[src/rtl/gray_fifo_rd_ctrl_pkg.sv]
// Shared types and helpers for the Gray-pointer FIFO read controller.
// Pure definitions, no state; the TMR vote helper is combinational.
package gray_fifo_rd_ctrl_pkg;

  localparam int PTR_W  = 4;
  localparam int ADDR_W = 3;
  localparam int DEPTH  = 8;

  typedef logic [PTR_W-1:0] ptr_t;

  typedef struct packed {
    ptr_t rbin;
    ptr_t rgray;
    logic empty;
    ptr_t words;
    logic ovfl;
    logic gray_err;
  } rd_state_t;

  localparam rd_state_t RD_STATE_RST = '{
    rbin:     '0,
    rgray:    '0,
    empty:    1'b1,
    words:    '0,
    ovfl:     1'b0,
    gray_err: 1'b0
  };

  function automatic ptr_t gray2bin(input ptr_t g);
    ptr_t b;
    b[PTR_W-1] = g[PTR_W-1];
    for (int i = PTR_W - 2; i >= 0; i--) begin
      b[i] = b[i+1] ^ g[i];
    end
    return b;
  endfunction

  function automatic ptr_t bin2gray(input ptr_t b);
    return b ^ (b >> 1);
  endfunction

  // True when prev and cur differ in zero or one bit.
  function automatic logic gray_step_ok(input ptr_t prev, input ptr_t cur);
    ptr_t d;
    d = prev ^ cur;
    return (d & (d - 1'b1)) == '0;
  endfunction

  function automatic rd_state_t tmr_vote(input rd_state_t a, input rd_state_t b,
                                         input rd_state_t c);
    return rd_state_t'((a & b) | (a & c) | (b & c));
  endfunction

endpackage

[src/rtl/gray_fifo_rd_ctrl_sync.sv]
// Synchronises the write-side Gray pointer into CLK, converts it to binary, flags illegal steps.
// Latency SYNC_STAGES cycles to wbin; no backpressure, samples every edge.
module gray_ptr_sync
  import gray_fifo_rd_ctrl_pkg::*;
#(
  parameter int SYNC_STAGES = 2
) (
  input  logic CLK,
  input  logic RST_N,
  input  ptr_t wptr_gray,
  output ptr_t wbin,
  output logic gray_err_pulse
);

  if (SYNC_STAGES < 2 || SYNC_STAGES > 4) begin : g_bad_stages
    $error("gray_ptr_sync: SYNC_STAGES must be in 2..4");
  end

  ptr_t sync_q [SYNC_STAGES];
  ptr_t wsync;
  ptr_t wsync_prev;

  always_ff @(posedge CLK or negedge RST_N) begin
    if (!RST_N) begin
      for (int i = 0; i < SYNC_STAGES; i++) begin
        sync_q[i] <= '0;
      end
      wsync_prev <= '0;
    end else begin
      sync_q[0] <= wptr_gray;
      for (int i = 1; i < SYNC_STAGES; i++) begin
        sync_q[i] <= sync_q[i-1];
      end
      wsync_prev <= wsync;
    end
  end

  assign wsync          = sync_q[SYNC_STAGES-1];
  assign wbin           = gray2bin(wsync);
  assign gray_err_pulse = ~gray_step_ok(wsync_prev, wsync);

endmodule

[src/rtl/gray_fifo_rd_ctrl.sv]
// Read-side pointer/status controller for an 8-deep dual-clock FIFO, optional TMR on state.
// Read accepted combinationally (RD_ACK); status lags writes by SYNC_STAGES+1 edges; reads stall on EMPTY.
module gray_fifo_rd_ctrl
  import gray_fifo_rd_ctrl_pkg::*;
#(
  parameter int SYNC_STAGES = 2,
  parameter int TMR         = 0
) (
  input  logic              CLK,
  input  logic              RST_N,
  input  logic [PTR_W-1:0]  WPTR_GRAY,
  input  logic              RE,
  output logic              RD_ACK,
  output logic [ADDR_W-1:0] RADDR,
  output logic [PTR_W-1:0]  RPTR_GRAY,
  output logic              EMPTY,
  output logic [PTR_W-1:0]  WORDS,
  output logic              OVFL,
  output logic              GRAY_ERR,
  input  logic              CLR_ERR
);

  ptr_t      wbin;
  logic      gray_err_pulse;
  ptr_t      rnext;
  ptr_t      diff;
  rd_state_t st_d;
  rd_state_t st_v;

  gray_ptr_sync #(
    .SYNC_STAGES (SYNC_STAGES)
  ) u_sync (
    .CLK            (CLK),
    .RST_N          (RST_N),
    .wptr_gray      (WPTR_GRAY),
    .wbin           (wbin),
    .gray_err_pulse (gray_err_pulse)
  );

  assign RD_ACK = RE & ~st_v.empty;

  // Next state is always built from the voted value so a single upset copy is overwritten.
  always_comb begin
    rnext          = st_v.rbin + {{(PTR_W-1){1'b0}}, RD_ACK};
    diff           = wbin - rnext;
    st_d           = st_v;
    st_d.rbin      = rnext;
    st_d.rgray     = bin2gray(rnext);
    st_d.empty     = (diff == '0);
    st_d.words     = (diff > ptr_t'(DEPTH)) ? ptr_t'(DEPTH) : diff;
    st_d.ovfl      = (diff > ptr_t'(DEPTH)) | (st_v.ovfl & ~CLR_ERR);
    st_d.gray_err  = gray_err_pulse | (st_v.gray_err & ~CLR_ERR);
  end

  if (TMR != 0) begin : g_tmr
    rd_state_t st_q0;
    rd_state_t st_q1;
    rd_state_t st_q2;

    always_ff @(posedge CLK or negedge RST_N) begin
      if (!RST_N) begin
        st_q0 <= RD_STATE_RST;
        st_q1 <= RD_STATE_RST;
        st_q2 <= RD_STATE_RST;
      end else begin
        st_q0 <= st_d;
        st_q1 <= st_d;
        st_q2 <= st_d;
      end
    end

    assign st_v = tmr_vote(st_q0, st_q1, st_q2);
  end else begin : g_single
    rd_state_t st_q;

    always_ff @(posedge CLK or negedge RST_N) begin
      if (!RST_N) begin
        st_q <= RD_STATE_RST;
      end else begin
        st_q <= st_d;
      end
    end

    assign st_v = st_q;
  end

  assign RADDR     = st_v.rbin[ADDR_W-1:0];
  assign RPTR_GRAY = st_v.rgray;
  assign EMPTY     = st_v.empty;
  assign WORDS     = st_v.words;
  assign OVFL      = st_v.ovfl;
  assign GRAY_ERR  = st_v.gray_err;

endmodule

[config.mk]
export PLATFORM = sky130hd
export DESIGN_NAME = gray_fifo_rd_ctrl
export DESIGN_NICKNAME = d
export VERILOG_FILES = /design/src/rtl/gray_fifo_rd_ctrl_pkg.sv /design/src/rtl/gray_fifo_rd_ctrl_sync.sv /design/src/rtl/gray_fifo_rd_ctrl.sv
export SDC_FILE = /design/constraint.sdc
export NUM_CORES = 1
export LEC_CHECK = 0
export BUFFER_PORTS_ARGS = -buffer_cell sky130_fd_sc_hd__buf_2
export CORE_UTILIZATION = 50
export DETAILED_ROUTE_END_ITERATION = 7
export PLACE_DENSITY = 0.77
export RECOVER_POWER = 100
export SETUP_SLACK_MARGIN = 0.2
export SLEW_MARGIN = 25
export SYNTH_ARGS = -nofsm -noshare
export SYNTH_HDL_FRONTEND = slang
export SYNTH_SLANG_ARGS = --single-unit
export TNS_END_PERCENT = 10
[constraint.sdc]
create_clock -name CLK -period 3 [get_ports CLK]
set_input_delay 0.6 -clock CLK [delete_from_list [all_inputs] [get_ports CLK]]
set_output_delay 0.6 -clock CLK [all_outputs]
set_load 0.1 [all_outputs]
==> results by group <==
Run status
  • Status: finished clean

Detailed routing
  • Initial DRC count: 7
  • DR pass1 iterations: 6
  • Total Wirelength: 1840 µm
  • Via-to-Cell Ratio: 5.35
  • DRC: 0
  • WL/cell: 13.5 µm
  • Antenna-violating nets left: 0
  • Via count: 727

Clocking
  • Hold-fix buffers at CTS: 0
  • Clk sinks: 26
  • Number of post-CTS setup repair buffers: 0
  • CTS resizes: 0
  • Clk Latency, worst-skew pair: 320 ps
  • CTS tree: yes
  • Clock transition at path regs: 140 ps
  • Clock buffer depth: 2
  • Root Driver: clkbuf_4
  • CTS H-tree depth: 1
  • CTS buffer count: 3

STA
  • Min Tclk post-route: 2710 ps
  • Period utilization: 0.903
  • Max Clk Rate: 369 MHz
  • Unrepaired setup endpoints after global routing: false
  • Slew HR: 0.123
  • Final hold vios: 0
  • Least-Margin Pin Slew: 1320 ps
  • Max-slew violations: 0
  • Setup Skew: 6.46 ps
  • TNS Setup: 0 ps
  • Final setup viols: 0

Die
  • Core footprint: 2210 µm²
  • Initial Utilization: 0.527
  • Std cell rows: 17
  • Die Y-Extent: 50.3 µm
  • Die footprint: 2530 µm²
  • Ports: 23
  • Die width: 50.3 µm

Worst setup path
  • Worst Path Buf+Inv: 0
  • Critical path's largest stage delay: 630 ps
  • Crit path cell chain: nor2b_1, ha_1, ha_1, xor2_1, ha_2, o21bai_1, a21oi_1, o211ai_1, nor4b_2
  • Setup crit end kind: register
  • CP max FO: 11
  • Arrival @ worst endpoint: 2940 ps
  • WS Path Type: reg2reg
  • Slowest-stage cell, CP: dfstp_4
  • Crit-path most repeated cell: ha_1
  • Crit start category: register
  • CP top delay family: adder cells
  • Critical Path RT: 3240 ps

Global routing
  • Vias in the first global route: 729
  • Largest net degree at the start of global routing: 27
  • Global-route total usage across every layer: 0.171
  • Global-route wire length before repair: 3150 µm
  • Grt ovf: 0
  • Initial antenna violation count: 0

Synth
  • Area contributors post-synth: dfrtp_1, xnor2_1, xor2_1, ha_1, xnor2_4
  • Post-synth EDFFs: 0
  • Sequential element share of the synthesized area: 0.560
  • Most common flop cell mapped by yosys: dfrtp_1
  • Avg Cell Area, Syn: 13.7 µm²
  • Synth Register Bits: 26
  • Commonest cells in the netlist: dfrtp_1, xnor2_1, xor2_1
  • Synth unique cells: 35
  • Ys async rst share: 1.00
  • Yosys warns: 0
  • Post-Synthesis Cell Area: 1160 µm²
  • Top cell type by total area after synthesis: dfrtp_1
  • Most common cell in the netlist: dfrtp_1
  • Top cell type's share of synthesized area: 0.537
  • Mapped Cells: 85
  • Synthesized Nets: 97

Finish
  • Layout net count: 121
  • Finished Core Util: 0.613
  • Layout Area Growth over Synthesis: 16.4%
  • Share of layout cells above drive strength 1: 0.222
  • Fillers: 190
  • N_diodes: 0

Min path
  • Hold crit path type: reg2reg

Placed design
  • RD Place Congestion: 0.897
  • Port Buffers: 22
  • Post-DP HPWL: 1380 µm

Run
  • Max cap viols: 0
## kinds of logic (layout without fill, tap and decap cells)
| kind of cell | Yosys count | after routing | synth area share |
|---|---|---|---|
| AND/OR/NAND/NOR | 18 | 18 | 0.0849 |
| XOR/XNOR | 16 | 16 | 0.169 |
| AO/OA/AOI/OAI | 11 | 11 | 0.0795 |
| flip-flops | 26 | 26 | 0.560 |
| buffers and inverters | 5 | 28 | 0.0193 |
| adder cells (fa/ha/maj) | 7 | 7 | 0.0709 |
| multiplexers | 2 | 2 | 0.0172 |
## per-stage QoR
step	area [µm²]	std cells	setup WS, ps	hold slack, ps
4_1_cts	1400	136	220	254
2_1_floorplan	1220	85	139	304
6_report	1360	136	292	367
5_1_grt	1360	136	116	349
3_3_place_gp	1340	132	314	332
3_5_place_dp	1340	132	284	336
## layer usage
layer / wire [µm] / track usage / share of wire
met2: 817 / 0.264 / 0.44
met3: 109 / 0.0364 / 0.059
met1: 869 / 0.216 / 0.47
met5: 0 / 0 / 0
met4: 44 / 0.110 / 0.024
## sequential cells by signal, indices dropped and copies added, names as in the netlist
name               count
g_single.st_q          1
RADDR                  3
GRAY_ERR               1
RPTR_GRAY              3
EMPTY                  1
OVFL                   1
WORDS                  4
u_sync.wsync           4
u_sync.wsync_prev      4
u_sync.sync_q          4
## layout by cell type (no fill, tap or decap), types with 2 or more instances in the layout
| cell | instances |
|---|---|
| nand2_1 | 2 |
| maj3_1 | 2 |
| clkbuf_1 | 16 |
| nor3_1 | 2 |
| nor2b_1 | 3 |
| nand3_1 | 2 |
| a211oi_2 | 2 |
| xnor2_1 | 5 |
| xnor2_2 | 2 |
| buf_2 | 6 |
| clkbuf_4 | 3 |
| dfrtp_1 | 25 |
| a21oi_1 | 2 |
| mux2i_1 | 2 |
| ha_1 | 3 |
| a2111oi_0 | 2 |
| nor2_1 | 3 |
| xor2_1 | 5 |
## final timing paths
check                           depth (start not counted)             start               to  slack (ps)
worst max-delay path                                    9             EMPTY            EMPTY         290
worst min-delay path                                    0  u_sync.sync_q[7]  u_sync.wsync[3]         370
worst max register to register                          9             EMPTY            EMPTY         290
worst min register to register                          0  u_sync.sync_q[7]  u_sync.wsync[3]         370
max in group asynchronous                               1             RST_N         RADDR[0]        1700
min in group asynchronous                               1             RST_N             OVFL         540
## worst register-to-register path, stage by stage, from the launching register on
cell,delay (ps)
dfstp_4,630
nor2b_1,50
ha_1,200
ha_1,510
xor2_1,200
ha_2,220
o21bai_1,140
a21oi_1,70
o211ai_1,320
nor4b_2,280
## area by class of cell
cell class | instances | area [µm²] | share of cell area
multi-input combinational | 54 | 513 | 0.378
sequential | 26 | 656 | 0.483
timing repair buffer | 22 | 90.1 | 0.0664
tap | 28 | 35.0 | 0.0258
clock buffer | 3 | 22.5 | 0.0166
inverter | 2 | 10.0 | 0.00738
clock inverter | 1 | 30.0 | 0.0221
Power is not shown: default switching activity piles up to over one toggle a cycle in this logic, so the estimate is an artifact.
